`src/rtl/partition_arb_pkg.sv`:
```
// Shared FSM state type and sizing helpers for the partition request arbiter.
package partition_arb_pkg;

  typedef enum logic [1:0] {
    IDLE   = 2'd0,
    ISSUE  = 2'd1,
    RUN    = 2'd2,
    FINISH = 2'd3
  } arb_state_e;

  function automatic int grant_width(input int nreq);
    return (nreq > 1) ? $clog2(nreq) : 1;
  endfunction

  function automatic int credit_width(input int credit_max);
    return $clog2(credit_max + 1);
  endfunction

endpackage

```
`src/rtl/partition_req_arbiter_rr_pick.sv`:
```
// Combinational round-robin selector: first asserted request at or above ptr, with wrap.
module rr_pick
  import partition_arb_pkg::*;
#(
  parameter int N  = 4,
  parameter int GW = grant_width(N)
) (
  input  logic [N-1:0]  req,
  input  logic [GW-1:0] ptr,
  output logic [N-1:0]  grant,
  output logic [GW-1:0] idx,
  output logic          any
);

  int            cand;
  logic [GW-1:0] cand_idx;

  always_comb begin
    grant    = '0;
    idx      = '0;
    any      = 1'b0;
    cand     = 0;
    cand_idx = '0;
    for (int i = 0; i < N; i++) begin
      cand = int'(ptr) + i;
      if (cand >= N) cand = cand - N;
      cand_idx = GW'(cand);
      if (!any && req[cand_idx]) begin
        any             = 1'b1;
        idx             = cand_idx;
        grant[cand_idx] = 1'b1;
      end
    end
  end

endmodule

```
`src/rtl/partition_req_arbiter.sv`:
```
// Round-robin arbiter sequencing one partition-engine transaction at a time.
// Optional watchdog enabled by defining PARTITION_ARB_TIMEOUT_EN.
module partition_req_arbiter
  import partition_arb_pkg::*;
#(
  parameter int NREQ        = 4,
  parameter int DSIZE       = 32,
  parameter int CREDIT_INIT = 4,
  parameter int CREDIT_MAX  = 8,
  parameter int TIMEOUT     = 1024
) (
  input  logic                    clock,
  input  logic                    rst_n,
  input  logic [NREQ-1:0]         req_valid,
  output logic [NREQ-1:0]         req_ready,
  input  logic [NREQ*DSIZE-1:0]   req_data,
  output logic                    part_valid,
  input  logic                    part_ready,
  output logic [DSIZE-1:0]        part_data,
  input  logic                    pp_valid,
  output logic                    pp_ready,
  input  logic                    credit_ret,
  input  logic                    wl_valid,
  output logic                    wl_ready,
  output logic [NREQ-1:0]         done,
  output logic [$clog2(NREQ)-1:0] grant_id,
  output logic                    busy,
  output logic                    timeout_err
);

  localparam int GW = grant_width(NREQ);
  localparam int CW = credit_width(CREDIT_MAX);
  localparam logic [CW-1:0] CINIT = CW'(CREDIT_INIT);
  localparam logic [CW-1:0] CMAX  = CW'(CREDIT_MAX);
  localparam logic [GW-1:0] LAST  = GW'(NREQ - 1);

  arb_state_e       state_q, state_d;
  logic [GW-1:0]    ptr_q, ptr_d;
  logic [GW-1:0]    gid_q, gid_d;
  logic [DSIZE-1:0] pdata_q, pdata_d;
  logic             pvalid_q, pvalid_d;
  logic [CW-1:0]    credit_q, credit_d;

  logic [NREQ-1:0]  pick_grant;
  logic [GW-1:0]    pick_idx;
  logic             pick_any;
  logic [DSIZE-1:0] sel_data;
  logic             pp_hs;

  rr_pick #(.N(NREQ), .GW(GW)) u_pick (
    .req   (req_valid),
    .ptr   (ptr_q),
    .grant (pick_grant),
    .idx   (pick_idx),
    .any   (pick_any)
  );

  always_comb begin
    sel_data = '0;
    for (int i = 0; i < NREQ; i++) begin
      if (pick_grant[i]) sel_data = req_data[i*DSIZE +: DSIZE];
    end
  end

  always_comb begin
    state_d   = state_q;
    ptr_d     = ptr_q;
    gid_d     = gid_q;
    pdata_d   = pdata_q;
    pvalid_d  = pvalid_q;
    req_ready = '0;
    pp_ready  = 1'b0;
    wl_ready  = 1'b0;
    done      = '0;
    case (state_q)
      IDLE: begin
        req_ready = pick_grant;
        if (pick_any) begin
          pdata_d  = sel_data;
          gid_d    = pick_idx;
          pvalid_d = 1'b1;
          state_d  = ISSUE;
        end
      end
      ISSUE: begin
        if (part_ready) begin
          pvalid_d = 1'b0;
          state_d  = RUN;
        end
      end
      RUN: begin
        pp_ready = (credit_q != '0);
        wl_ready = 1'b1;
        if (wl_valid) state_d = FINISH;
      end
      FINISH: begin
        done[gid_q] = 1'b1;
        ptr_d       = (gid_q == LAST) ? '0 : gid_q + GW'(1);
        state_d     = IDLE;
      end
      default: state_d = IDLE;
    endcase
  end

  // A pulse granted and a credit returned in the same cycle cancel out.
  always_comb begin
    pp_hs    = pp_valid && pp_ready;
    credit_d = credit_q;
    if (pp_hs && !credit_ret)
      credit_d = credit_q - CW'(1);
    else if (!pp_hs && credit_ret && credit_q != CMAX)
      credit_d = credit_q + CW'(1);
  end

  always_ff @(posedge clock or negedge rst_n) begin
    if (!rst_n) begin
      state_q  <= IDLE;
      ptr_q    <= '0;
      gid_q    <= '0;
      pdata_q  <= '0;
      pvalid_q <= 1'b0;
      credit_q <= CINIT;
    end else begin
      state_q  <= state_d;
      ptr_q    <= ptr_d;
      gid_q    <= gid_d;
      pdata_q  <= pdata_d;
      pvalid_q <= pvalid_d;
      credit_q <= credit_d;
    end
  end

  assign part_valid = pvalid_q;
  assign part_data  = pdata_q;
  assign grant_id   = gid_q;
  assign busy       = (state_q != IDLE);

`ifdef PARTITION_ARB_TIMEOUT_EN
  localparam int WW = $clog2(TIMEOUT + 1);
  localparam logic [WW-1:0] WLIM = WW'(TIMEOUT);

  logic [WW-1:0] wd_q, wd_d;
  logic          terr_q, terr_d;

  // Watchdog measures idle time within RUN; it saturates and the flag is sticky.
  always_comb begin
    wd_d = wd_q;
    if (state_d == RUN && state_q != RUN)
      wd_d = '0;
    else if (state_q == RUN) begin
      if (pp_hs || wl_valid)
        wd_d = '0;
      else if (wd_q != WLIM)
        wd_d = wd_q + WW'(1);
    end
    terr_d = terr_q || (wd_d == WLIM);
  end

  always_ff @(posedge clock or negedge rst_n) begin
    if (!rst_n) begin
      wd_q   <= '0;
      terr_q <= 1'b0;
    end else begin
      wd_q   <= wd_d;
      terr_q <= terr_d;
    end
  end

  assign timeout_err = terr_q;
`else
  assign timeout_err = 1'b0;
`endif

endmodule

```
`config.mk`:
```
export PLATFORM = sky130hd
export DESIGN_NAME = partition_req_arbiter
export DESIGN_NICKNAME = d
export VERILOG_FILES = /design/src/rtl/partition_arb_pkg.sv /design/src/rtl/partition_req_arbiter_rr_pick.sv /design/src/rtl/partition_req_arbiter.sv
export SDC_FILE = /design/constraint.sdc
export NUM_CORES = 1
export LEC_CHECK = 0
export CORE_MARGIN = 1.5
export CORE_UTILIZATION = 46
export DETAILED_ROUTE_END_ITERATION = 16
export DONT_BUFFER_PORTS = 1
export PLACE_DENSITY = 0.59
export SLEW_MARGIN = 20
export SYNTH_ARGS = -nofsm -noshare
export SYNTH_HDL_FRONTEND = slang
export SYNTH_HIERARCHICAL = 1
export SYNTH_SLANG_ARGS = --single-unit
```
`constraint.sdc`:
```
create_clock -name clock -period 9 [get_ports clock]
set_clock_uncertainty 0.15 [all_clocks]
set_input_delay 2.7 -clock clock [delete_from_list [all_inputs] [get_ports clock]]
set_output_delay 2.7 -clock clock [all_outputs]
set_load 0.02 [all_outputs]
```
==> qor.csv, run 1 <==
metric,value,unit
cap_violations,0,
maxSlewHeadroom,0.495,
post_cts_buffers,0,
coreArea,0.00718,mm2
start_kind,input port,
grt_max_degree,65,
drive_gt1_frac,0.0753,
die_h,88.7,um
first_pass_iters,4,
place_ws,1760,ps
h-tree-depth,2,
leakage,1.48,nW
regArea,0.00108,mm2
min_path_type,register to register,
vdd_drop_max,0.000234,V
worstSetupPathType,input port to output port,
initial_core_util,0.471,
critical_path.cell_chain,"mux4_2, nor4b_4, a22oi_1, o21ai_0, and2_1",
synth_fa_ha_area_frac,0.0615,
synth.distinct_cells,52,
whs_path_depth,1,
final_common_cell,inv_1,
yosys.area_share.simple,0.147,
slowest_delay,650,ps
setup_ws,1750,ps
wl_per_cell,17.8,um
critical_path_arrival,4400,ps
syn_inst,393,
reg2reg_to,part_data[11],
clockRootBuffer,clkbuf_8,
drtIter0Drc,98,
grt_pass1_vias,2537,
wirelength,8.38,mm
dr_total_vias,2922,
async_flop_share,1.00,
io_buffers,0,
cts.reportedPaths.clkPinSlew,80,ps
critPathTopFamily,simple AND/OR/NAND/NOR gates,
vias_per_cell,6.20,
cts.sinks,43,
power-per-cell-area,500,mW/mm2
postLayoutCellArea,0.00345,mm2
path_buf_inv,0,
drc,0,
synth-xor-area-share,0.00519,
antenna_found_initial,0,
syn_avg_cell_area,8.60,um2
multi_input_area,0.00196,mm2
cts_hold_buf,0,
cts_buffer_depth,2,
cp.required,6150,ps
synth_warnings,6,
hold_end,state_q[0],
placementRows,31,
synthFlopType,dfrtp_1,
critPathSlowestCell,mux4_2,
end_kind,output port,
tightestPinTransition,755,ps
hold_violations,0,
cts_tree,yes,
crit_start,req_valid[3],
muxShareOfSynthArea,0.0511,
nFillCells,690,
synth_nets,547,
ant_nets,0,
slew_violations,0,
cp_max_fo,13,
die_area,0.00787,mm2
r2r_slack,4990,ps
n_antenna_cell,0,
post-place-cells,463,
grt_pass1_wl,12.5,mm
die_width,88.7,um
syn2layout_area_growth,2.15,%
layout_common_cells,"47 x inv_1, 45 x nand2_1, 42 x dfrtp_1",
min_period,7250,ps
gp_congestion,0.824,
final_util,0.481,
p_total,1.72,mW
r2r_start,ptr_q[0],
fin_hold_ws,440,ps
synth-seq-cells,43,
synth-seq-area-share,0.319,
max_freq,138,MHz
synth_area,0.00338,mm2
placed_cell_area,0.00337,mm2
setup_viol,0,
final_cells,471,
hp-start,state_q[0],
rsz0062_at_grt,false,
worstRegToRegCells,11,
io_pins,185,
status,completed,
synth_edf_count,0,
final_nets,525,
hpwl,6.02,mm
cts_resized,0,
clk_latency,300,ps
grt_overflow_total,0,
cts_buffers,5,
synth_top_family_by_area,compound AO/OA/AOI/OAI gates,
track_usage,0.207,
synth-compound-area-share,0.305,
fin_setup_tns,0,ps
post-route-period-util,0.805,
-- registers in the layout, indices dropped and copies added (netlist names) --
register,flops
part_data,32
ptr_q,2
part_valid,1
credit_q,4
grant_id,2
state_q,2
-- power by group --
part / switching (mW) / total, mW / internal [mW]
logic: 0.632 / 1.10 / 0.465
clock network: 0.0695 / 0.124 / 0.0544
registers: 0.201 / 0.503 / 0.302
total: 0.903 / 1.72 / 0.821
-- kinds of logic (layout without fill, tap and decap cells) --
family | Yosys count | count (layout)
adder cells (fa/ha/maj) | 16 | 16
AND/OR/NAND/NOR | 106 | 106
flip-flops | 43 | 43
buffers and inverters | 80 | 59
AO/OA/AOI/OAI | 134 | 134
XOR/XNOR | 2 | 2
other | 1 | 1
multiplexers | 11 | 11
-- worst reg2reg max path, delay by kind of cell, from the launching register on --
kind            cells  cell delay (ps)
fa+ha+maj           1              390
compound gates      5              960
flops               1              690
mux                 1              390
simple gates        2              930
buf+inv             2              410
-- synth_stat cells (9+ instances only) --
cell,number,area share
a31oi_1,33,0.061
a22oi_1,9,0.020
nand2_1,45,0.050
clkbuf_1,12,0.013
a211o_1,32,0.083
inv_1,47,0.052
a221oi_1,32,0.083
o21ai_0,11,0.016
buf_2,12,0.018
nor2_1,37,0.041
ha_1,15,0.056
dfrtp_1,42,0.31
-- worst max path at each step --
stage / endpoint / slack (ps) / depth (start not counted)
after floorplan: req_ready[2] / 1580 / 8
after global placement: req_ready[0] / 1820 / 5
after detailed placement: req_ready[0] / 1760 / 5
after CTS: req_ready[0] / 1750 / 5
after global routing: req_ready[0] / 1640 / 5
final: req_ready[0] / 1750 / 5
-- per-layer routing --
| layer | global-route usage | routed length (um) |
|---|---|---|
| met1 | 0.264 | 3570 |
| met2 | 0.357 | 4220 |
| met3 | 0.0476 | 525 |
| met4 | 0.0469 | 64 |
| met5 | 0 | 0 |
-- cell type report --
cell class,instances,area share
inverter,47,0.0511
clock buffer,6,0.0210
tap,99,0.0359
multi-input combinational,270,0.567
sequential,43,0.312
timing repair buffer,4,0.00870
clock inverter,2,0.00363
(Power assumes the default switching activity.)
==> inputs of run 2 (changes only) <==
--- a/config.mk
+++ b/config.mk
@@ -9,7 +9,7 @@
 export CORE_UTILIZATION = 46
 export DETAILED_ROUTE_END_ITERATION = 16
 export DONT_BUFFER_PORTS = 1
-export PLACE_DENSITY = 0.59
+export PLACE_DENSITY = 0.61
 export SLEW_MARGIN = 20
 export SYNTH_ARGS = -nofsm -noshare
 export SYNTH_HDL_FRONTEND = slang
==> constraint.sdc (replaced) <==
create_clock -name clock -period 6.6 [get_ports clock]
set_clock_uncertainty 0.15 [all_clocks]
set_input_delay 1.98 -clock clock [delete_from_list [all_inputs] [get_ports clock]]
set_output_delay 1.98 -clock clock [all_outputs]
set_load 0.02 [all_outputs]
==> qor.csv, run 2 (synthesis results as in run 1) <==
metric,value,unit,change
status,completed,,unchanged
placed_cell_area,0.00337,mm2,unchanged
antenna_found_initial,0,,unchanged
grt_pass1_vias,2504,,was 2537
cts_resized,0,,unchanged
min_period,5820,ps,
cp_max_fo,13,,unchanged
cts_buffers,5,,unchanged
drtIter0Drc,68,,was 98
die_area,0.00787,mm2,unchanged
final_nets,525,,unchanged
tightestPinTransition,756,ps,was 755 ps
wl_per_cell,18.2,um,was 17.8 um
use_met1,0.246,,was 0.264
largest_register_ffs,32,,unchanged
drive_gt1_frac,0.0728,,was 0.0753
cp.required,4470,ps,was 6150 ps
maxSlewHeadroom,0.495,,about the same
grt_max_degree,70,,was 65
p_total,2.39,mW,was 1.72 mW
drc,0,,unchanged
power-per-cell-area,689,mW/mm2,was 500 mW/mm2
busiest_layer,met2,,unchanged
placementRows,31,,unchanged
vdd_drop_max,0.000325,V,was 0.000234 V
critical_path.cell_chain,"mux4_2, nor4b_4, a22oi_1, o21ai_0, and2_1",,unchanged
vias_per_cell,6.23,,was 6.20
critical_path_arrival,3690,ps,was 4400 ps
post_cts_buffers,0,,unchanged
place_ws,804,ps,was 1760 ps
cts_hold_buf,0,,unchanged
min_path_type,register to register,,unchanged
n_antenna_cell,0,,unchanged
hold_violations,0,,unchanged
fin_setup_tns,0,ps,unchanged
io_pins,185,,unchanged
h-tree-depth,2,,unchanged
clockRootBuffer,clkbuf_8,,unchanged
wirelength,8.54,mm,was 8.38 mm
track_usage,0.204,,was 0.207
cts_tree,yes,,unchanged
clk_latency,290,ps,was 300 ps
slew_violations,0,,unchanged
die_h,88.7,um,unchanged
setup_ws,784,ps,was 1750 ps
slowest_delay,640,ps,was 650 ps
grt_overflow_total,0,,unchanged
fin_hold_ws,427,ps,was 440 ps
leakage,1.49,nW,was 1.48 nW
setup_viol,0,,unchanged
post-route-period-util,0.881,,
grt_use_met2,0.362,,was 0.357
rsz0062_at_grt,false,,unchanged
final_util,0.483,,was 0.481
coreArea,0.00718,mm2,unchanged
cts_buffer_depth,2,,unchanged
dr_total_vias,2927,,was 2922
grtUsageMet3,0.0448,,was 0.0476
cap_violations,0,,unchanged
cts.sinks,43,,unchanged
layout_common_cells,"47 x inv_1, 45 x nand2_1, 42 x dfrtp_1",,unchanged
gp_congestion,0.859,,was 0.824
hpwl,6.04,mm,was 6.02 mm
nFillCells,707,,was 690
start_kind,input port,,unchanged
post-place-cells,463,,unchanged
syn2layout_area_growth,2.67,%,was 2.15%
grt_pass1_wl,12.3,mm,was 12.5 mm
critPathSlowestCell,mux4_2,,unchanged
max_freq,172,MHz,
end_kind,output port,,unchanged
die_width,88.7,um,unchanged
ant_nets,0,,unchanged
final_common_cell,inv_1,,unchanged
io_buffers,0,,unchanged
first_pass_iters,4,,unchanged
initial_core_util,0.471,,unchanged
r2r_slack,2630,ps,was 4990 ps
worstSetupPathType,input port to output port,,unchanged
final_cells,470,,was 471
cts.reportedPaths.clkPinSlew,80,ps,about the same
postLayoutCellArea,0.00347,mm2,was 0.00345 mm2
## run 2: layer usage
metal	vias to the layer above	wire, um	share of wire
met5	-	0	0
met4	0	62	0.0073
met3	6	575	0.067
met2	126	4310	0.50
met1	1404	3590	0.42
li1	1391	-	-
## run 2: area by class of cell
type                    instances  area (um2)  share of cell area
inverters                      47         176              0.0509
repair buffers                  4        30.0             0.00866
well taps                      99         124              0.0357
multi-input cells             270        1960               0.565
flip-flops and latches         43        1080               0.311
clock inverters                 1        30.0             0.00866
clock buffers                   6        72.6              0.0209
## run 2: final timing paths
| kind | from | endpoint | depth (start not counted) |
|---|---|---|---|
| worst min register to register | state_q[0] | state_q[0] | 1 |
| max in group asynchronous | rst_n | credit_q[2] | 0 |
| worst max register to register | ptr_q[0] | part_data[0] | 10 |
| worst min-delay path | state_q[0] | state_q[0] | 1 |
| worst max-delay path | req_valid[3] | req_ready[0] | 5 |
| min in group asynchronous | rst_n | grant_id[0] | 0 |
## run 2: critical path: cells and delay by family
| family | cells | cell delay, ps |
|---|---|---|
| simple gates | 2 | 780 |
| mux | 1 | 640 |
| compound gates | 2 | 280 |
## run 2: power by group
part           leakage, nW  internal [mW]  switching [mW]
Clock               0.0513          0.111          0.0923
Combinational        0.944          0.634           0.865
Sequential           0.496          0.412           0.274
Total                 1.49           1.16            1.23
